<file path="src/rtl/multdiv_ctrl.sv">
// Sequencer for the shared multi-cycle multiplier/divider: launches a mult/div
// from D/X, tracks it to completion (or timeout) and holds the result for writeback.
module multdiv_ctrl #(
    parameter int TIMEOUT_CYCLES = 40,
    parameter int RSTATUS_REG    = 30,
    parameter int MULT_EXC_CODE  = 4,
    parameter int DIV_EXC_CODE   = 5
) (
    input  logic        clock,
    input  logic        reset,
    input  logic [31:0] dx_ir_in,
    input  logic [31:0] dx_operand_a,
    input  logic [31:0] dx_operand_b,
    input  logic [31:0] data_result,
    input  logic        data_exception,
    input  logic        data_resultRDY,
    input  logic        wb_accept,
    output logic        ctrl_MULT,
    output logic        ctrl_DIV,
    output logic [31:0] data_operandA,
    output logic [31:0] data_operandB,
    output logic        multdiv_launch,
    output logic        multdiv_is_running,
    output logic        multdiv_result_ready,
    output logic [31:0] result_value,
    output logic [4:0]  result_rd,
    output logic        result_exception
);

    localparam logic [1:0] ST_IDLE  = 2'd0;
    localparam logic [1:0] ST_START = 2'd1;
    localparam logic [1:0] ST_BUSY  = 2'd2;
    localparam logic [1:0] ST_DONE  = 2'd3;

    localparam int CNT_W = $clog2(TIMEOUT_CYCLES + 1);

    localparam logic [4:0] OPC_RTYPE = 5'b00000;
    localparam logic [4:0] ALU_MULT  = 5'b00110;
    localparam logic [4:0] ALU_DIV   = 5'b00111;

    logic [1:0]       state_reg, state_next;
    logic             op_div_reg, op_div_next;
    logic [4:0]       rd_reg, rd_next;
    logic [31:0]      operand_a_reg, operand_a_next;
    logic [31:0]      operand_b_reg, operand_b_next;
    logic [CNT_W-1:0] count_reg, count_next;
    logic [31:0]      result_value_reg, result_value_next;
    logic [4:0]       result_rd_reg, result_rd_next;
    logic             result_exception_reg, result_exception_next;

    logic is_rtype, is_mult, is_div, timeout_hit;
    logic unused_ir_bits;

    assign is_rtype    = (dx_ir_in[31:27] == OPC_RTYPE);
    assign is_mult     = is_rtype && (dx_ir_in[6:2] == ALU_MULT);
    assign is_div      = is_rtype && (dx_ir_in[6:2] == ALU_DIV);
    assign timeout_hit = (count_reg == CNT_W'(TIMEOUT_CYCLES - 1));
    assign unused_ir_bits = ^{dx_ir_in[21:7], dx_ir_in[1:0]};

    always_comb begin
        state_next            = state_reg;
        op_div_next           = op_div_reg;
        rd_next               = rd_reg;
        operand_a_next        = operand_a_reg;
        operand_b_next        = operand_b_reg;
        count_next            = count_reg;
        result_value_next     = result_value_reg;
        result_rd_next        = result_rd_reg;
        result_exception_next = result_exception_reg;
        case (state_reg)
            ST_IDLE: begin
                if (is_mult || is_div) begin
                    state_next     = ST_START;
                    op_div_next    = is_div;
                    rd_next        = dx_ir_in[26:22];
                    operand_a_next = dx_operand_a;
                    operand_b_next = dx_operand_b;
                end
            end
            ST_START: begin
                count_next = '0;
                state_next = ST_BUSY;
            end
            ST_BUSY: begin
                count_next = count_reg + CNT_W'(1);
                // A completion strobe outranks a timeout landing on the same cycle.
                if (data_resultRDY && !data_exception) begin
                    result_value_next     = data_result;
                    result_rd_next        = rd_reg;
                    result_exception_next = 1'b0;
                    state_next            = ST_DONE;
                end else if (data_resultRDY || timeout_hit) begin
                    result_value_next     = op_div_reg ? 32'(DIV_EXC_CODE) : 32'(MULT_EXC_CODE);
                    result_rd_next        = 5'(RSTATUS_REG);
                    result_exception_next = 1'b1;
                    state_next            = ST_DONE;
                end
            end
            default: begin
                if (wb_accept) begin
                    state_next = ST_IDLE;
                end
            end
        endcase
    end

    always_ff @(posedge clock) begin
        if (reset) begin
            state_reg            <= ST_IDLE;
            op_div_reg           <= 1'b0;
            rd_reg               <= '0;
            operand_a_reg        <= '0;
            operand_b_reg        <= '0;
            count_reg            <= '0;
            result_value_reg     <= '0;
            result_rd_reg        <= '0;
            result_exception_reg <= 1'b0;
        end else begin
            state_reg            <= state_next;
            op_div_reg           <= op_div_next;
            rd_reg               <= rd_next;
            operand_a_reg        <= operand_a_next;
            operand_b_reg        <= operand_b_next;
            count_reg            <= count_next;
            result_value_reg     <= result_value_next;
            result_rd_reg        <= result_rd_next;
            result_exception_reg <= result_exception_next;
        end
    end

    assign multdiv_launch       = (state_reg == ST_IDLE) && (is_mult || is_div);
    assign ctrl_MULT            = (state_reg == ST_START) && !op_div_reg;
    assign ctrl_DIV             = (state_reg == ST_START) && op_div_reg;
    assign multdiv_is_running   = (state_reg != ST_IDLE);
    assign multdiv_result_ready = (state_reg == ST_DONE);
    assign data_operandA        = operand_a_reg;
    assign data_operandB        = operand_b_reg;
    assign result_value         = result_value_reg;
    assign result_rd            = result_rd_reg;
    assign result_exception     = result_exception_reg;

endmodule

</file>
<file path="config.mk">
export PLATFORM = sky130hd
export DESIGN_NAME = multdiv_ctrl
export DESIGN_NICKNAME = d
export VERILOG_FILES = /design/src/rtl/multdiv_ctrl.sv
export SDC_FILE = /design/constraint.sdc
export NUM_CORES = 1
export LEC_CHECK = 0
export BUFFER_PORTS_ARGS = -buffer_cell sky130_fd_sc_hd__buf_2
export CORE_MARGIN = 2
export CORE_UTILIZATION = 41
export CTS_BUF_LIST = sky130_fd_sc_hd__clkbuf_4
export DETAILED_ROUTE_END_ITERATION = 8
export HOLD_SLACK_MARGIN = 0.02
export PLACE_DENSITY = 0.78
export REMOVE_ABC_BUFFERS = 1
export SLEW_MARGIN = 20
export SYNTH_ARGS = -nofsm -noshare
export SYNTH_HDL_FRONTEND = slang
export SYNTH_SLANG_ARGS = --single-unit
</file>
<file path="constraint.sdc">
create_clock -name clock -period 1.79 [get_ports clock]
set_input_delay 0.537 -clock clock [delete_from_list [all_inputs] [get_ports clock]]
set_output_delay 0.537 -clock clock [all_outputs]
set_load 0.005 [all_outputs]
</file>
==> metrics.md <==
| Metric | Value |
|---|---|
| Normalized max-slew margin | `75.64%` |
| Cell with the largest stage delay on the worst path | `sky130_fd_sc_hd__dfxtp_2` |
| Maximum single-stage delay on the critical path | `0.34 ns` |
| Required time of the critical path | `1.25 ns` |
| Post-layout instance area | `5954 sq um` |
| Die Wd | `105.6 um` |
| Capture instance of the worst register-to-register path | `state_reg[1]` |
| Comb pwr share | `4.7%` |
| TritonRoute pass-1 iters | `4` |
| Final worst path period share | `121.7%` |
| Final Non-Filler Cells | `890` |
| Leak Pwr | `2.644 nW` |
| Worst hold slack | `0.2540 ns` |
| Cell area after placement | `5534 sq um` |
| Achievable Freq | `459.1 MHz` |
| Met3 capacity usage during global routing | `7.359%` |
| Final Max Slew Viols | `0` |
| Hold path endpoint | `data_operandA[7]` |
| Clock tree root driver cell | `sky130_fd_sc_hd__clkbuf_4` |
| Class of the tightest hold or removal check | `in2reg` |
| Total Die Area | `11150 sq um` |
| Number of instances in the synthesized netlist | `519` |
| Cell type group with the largest total delay on the critical path | `simple AND/OR/NAND/NOR gates` |
| Total of hold buffers inserted after clock tree synthesis | `0` |
| Maximum number of pins on one net before global-route repair | `50` |
| Total instance count after detailed placement | `853` |
| Number of top-level pins | `240` |
| Switching power total | `1.151 mW` |
| Syn avg cell area | `8.156 sq um` |
| Number of max-capacitance violations reported | `0` |
| Power density cells | `786.4 nW/um^2` |
| CP Max Fanout | `2` |
| Count of fill cells added during filler insertion | `886` |
| Startpoint of the tightest hold check path | `dx_operand_a[7]` |
| Congestion Overflow GR | `0` |
| Proportion of synthesized flip-flops having asynchronous set or reset | `0%` |
| Number of different library cells in the post-synthesis netlist | `29` |
| Multi-input logic area | `1785 sq um` |
| Share of Yosys cell area claimed by the top area cell type | `54.86%` |
| Remaining antenna violation count after routing | `0` |
| Count of nets after finishing | `879` |
| Signal arrival time at the worst endpoint | `1.64 ns` |
| Sw Ratio | `24.59%` |
| DRC violation count after routing | `0` |
| Placer's final routability congestion estimate | `0.7517` |
| Post-DR wirelength/cell | `12.94 um` |
| Post-layout worst setup margin | `-0.3880 ns` |
| Clock transition at the registers of the reported paths | `0.12 ns` |
| Port-buffer cells | `222` |
| Reg-to-Reg Start | `state_reg[1]` |
| Flop-to-flop setup slack | `0.06 ns` |
| Area used by sequential logic in the layout | `2325 sq um` |
| Number of global-route vias before repair | `4096` |
| Clock skew after layout | `0.01242 ns` |
| Met1 capacity usage during global routing | `23.16%` |
| Setup CP Type | `reg2out` |
| Number of warnings reported in the yosys synthesis log | `0` |
| FF-to-FF path depth | `7` |
| Mean number of vias per cell | `4.891` |
| Antenna diode count | `0` |
| Top Usage Layer GRT | `met2` |
| Hold Path Depth | `3` |
| Maximum VDD drop | `0.5340 mV` |
| Number of CTS-inserted buffers | `17` |
| Combined global-route utilization of all metal layers | `20.55%` |
| Initial standard-cell utilization of the core | `41.56%` |
| First-pass GRT wire length | `18560 um` |
| Ratio of cells with drive above 1 in the final layout | `38.59%` |
| Count of endpoints failing hold in the final timing report | `0` |
| Minimum clock period after layout | `2.178 ns` |
| Maximum buffer depth of the clock tree | `2` |
| Largest cells by area after synthesis | `sky130_fd_sc_hd__dfxtp_1, sky130_fd_sc_hd__nand2_1, sky130_fd_sc_hd__a21oi_1` |
| Critical path cell sequence | `inv_2 -> ha_4 -> nor4b_4 -> nand4_4 -> inv_4 -> buf_6` |
| Post-synth top flop | `sky130_fd_sc_hd__dfxtp_1` |
| Number of buffers and inverters on the critical path | `3` |
| Count of final setup violators | `5` |
| Height of the die | `105.6 um` |
| Post-synthesis register bit count | `116` |
| Sequential area share after synthesis | `54.86%` |
| Cell area after technology mapping | `4233 sq um` |
| Number of synthesized flops with an enable pin | `0` |
| Category of the worst setup path capture point | `primary output` |
| Via total after detailed routing | `4353` |
| Synth-to-Final Area Change | `40.67%` |
| Violations in the final reports | `setup timing` |
| Outcome | `complete, but fails checks` |
| Initial antenna violation count | `0` |
| Final routed wirelength across all metal layers | `11520 um` |
| Count of H-tree levels built during CTS | `4` |
| Placeable core region | `10180 sq um` |
| Cell taking the most area after synthesis | `sky130_fd_sc_hd__dfxtp_1` |
| Core Rows | `37` |
| Latest clock arrival within the worst-skew pair | `0.50 ns` |
| DP Wirelength | `8307 um` |
| Sinks on the clock net | `116` |
| Internal power consumption | `3.531 mW` |
| Critical path launch point type | `register` |
| Actual transition at the worst max-transition pin | `0.3641 ns` |
| Setup repair after global routing missed its margin | `yes` |
| Violation count after the first detailed-route iteration | `286` |
| Clock share of power | `40.2%` |
| Clock tree from TritonCTS | `done` |
| Sequential cell fraction of total power | `55.2%` |
| Met2 GRT Util | `35.81%` |
==> cells in the final DEF, fill, tap and decap left out, types with 2 or more instances in the layout <==
cell type	instances
sky130_fd_sc_hd__buf_4	10
sky130_fd_sc_hd__a21oi_1	106
sky130_fd_sc_hd__dfxtp_1	114
sky130_fd_sc_hd__clkinvlp_4	6
sky130_fd_sc_hd__inv_6	3
sky130_fd_sc_hd__buf_2	218
sky130_fd_sc_hd__buf_12	5
sky130_fd_sc_hd__o221a_2	5
sky130_fd_sc_hd__clkinv_4	2
sky130_fd_sc_hd__nand4_1	2
sky130_fd_sc_hd__ha_1	2
sky130_fd_sc_hd__nand2_1	176
sky130_fd_sc_hd__nor2_1	7
sky130_fd_sc_hd__xor2_1	4
sky130_fd_sc_hd__nand2b_1	2
sky130_fd_sc_hd__ha_4	3
sky130_fd_sc_hd__inv_2	3
sky130_fd_sc_hd__dfxtp_2	2
sky130_fd_sc_hd__o21ai_0	33
sky130_fd_sc_hd__nor2b_1	3
sky130_fd_sc_hd__clkbuf_4	17
sky130_fd_sc_hd__mux2i_1	2
sky130_fd_sc_hd__buf_8	2
sky130_fd_sc_hd__inv_1	2
sky130_fd_sc_hd__buf_6	6
sky130_fd_sc_hd__bufinv_16	2
==> layout make-up <==
| cell class | count | area share [%] |
|---|---|---|
| sequential | 116 | 39.04 |
| timing repair buffer | 241 | 22.90 |
| tap | 136 | 2.858 |
| inverter | 6 | 0.4203 |
| clock buffer | 17 | 2.143 |
| multi-input combinational | 359 | 29.99 |
| clock inverter | 15 | 2.648 |
==> cell usage after synthesis (2+ instances only) <==
cell,count
sky130_fd_sc_hd__xor2_1,4
sky130_fd_sc_hd__nor2b_1,4
sky130_fd_sc_hd__nand2_1,176
sky130_fd_sc_hd__mux2i_1,2
sky130_fd_sc_hd__o21ai_0,33
sky130_fd_sc_hd__and2_1,2
sky130_fd_sc_hd__buf_2,9
sky130_fd_sc_hd__nor2_1,7
sky130_fd_sc_hd__ha_1,5
sky130_fd_sc_hd__inv_1,5
sky130_fd_sc_hd__nand4_1,2
sky130_fd_sc_hd__dfxtp_1,116
sky130_fd_sc_hd__nand2b_1,2
sky130_fd_sc_hd__clkbuf_1,28
sky130_fd_sc_hd__a21oi_1,106
sky130_fd_sc_hd__o221a_2,5
==> power by group through the flow <==
stage,Sequential [mW],Combinational [mW],Clock [mW]
global route,2.58,0.238,2.05
global placement,2.64,0.208,0
floorplan,2.64,0.0280,0
detailed placement,2.64,0.214,0
CTS,2.58,0.217,1.95
finish,2.58,0.218,1.88
==> worst max-delay path by stage <==
stage,end,cells past startpoint,from,slack (ns)
after floorplan,multdiv_launch,3,dx_ir_in[28],-1.02
after global placement,multdiv_launch,5,dx_ir_in[28],-0.10
after detailed placement,multdiv_launch,5,dx_ir_in[28],-0.15
after CTS,multdiv_launch,6,state_reg[1],-0.41
after global routing,multdiv_launch,6,state_reg[0],-0.48
final,multdiv_launch,6,state_reg[1],-0.39
==> worst min-delay path: stages <==
cell and delay (ns):
sky130_fd_sc_hd__buf_2 0.10, sky130_fd_sc_hd__nand2_1 0.04, sky130_fd_sc_hd__a21oi_1 0.05
==> layer usage <==
metal,wire length [um],vias to the layer above
met2,5577,199
met4,185,0
met1,4644,1977
li1,-,2161
met5,0,-
met3,1110,16
==> cell families (layout without fill, tap and decap cells) <==
| kind of cell | Yosys count | in the layout | share of synthesized area, % |
|---|---|---|---|
| multiplexers | 2 | 2 | 0.4730 |
| adder cells (fa/ha/maj) | 5 | 5 | 1.478 |
| AO/OA/AOI/OAI | 149 | 149 | 18.77 |
| XOR/XNOR | 4 | 4 | 0.8276 |
| flip-flops | 116 | 116 | 54.86 |
| AND/OR/NAND/NOR | 199 | 199 | 19.33 |
| buffers and inverters | 44 | 279 | 4.257 |
==> timing repair <==
action,in CTS,in global routing
setup buffers,3,2
gates resized for setup,12,12
endpoints found under the hold margin,0,0
pin swaps,2,2
endpoints found under the setup margin,11,59
==> stage by stage <==
| step | worst slack (ns) | util [%] | TNS [ns] | power (mW) |
|---|---|---|---|---|
| 2_1_floorplan | -1.015 | - | -67.01 | 2.670 |
| 3_3_place_gp | -0.1036 | 54.34 | -1.827 | 2.850 |
| 3_5_place_dp | -0.1505 | 54.34 | -4.801 | 2.856 |
| 4_1_cts | -0.4128 | 57.81 | -0.8704 | 4.746 |
| 5_1_grt | -0.4795 | 58.46 | -1.739 | 4.876 |
| 6_report | -0.3880 | 58.46 | -1.071 | 4.682 |
Power figures use the tool's default switching activity.
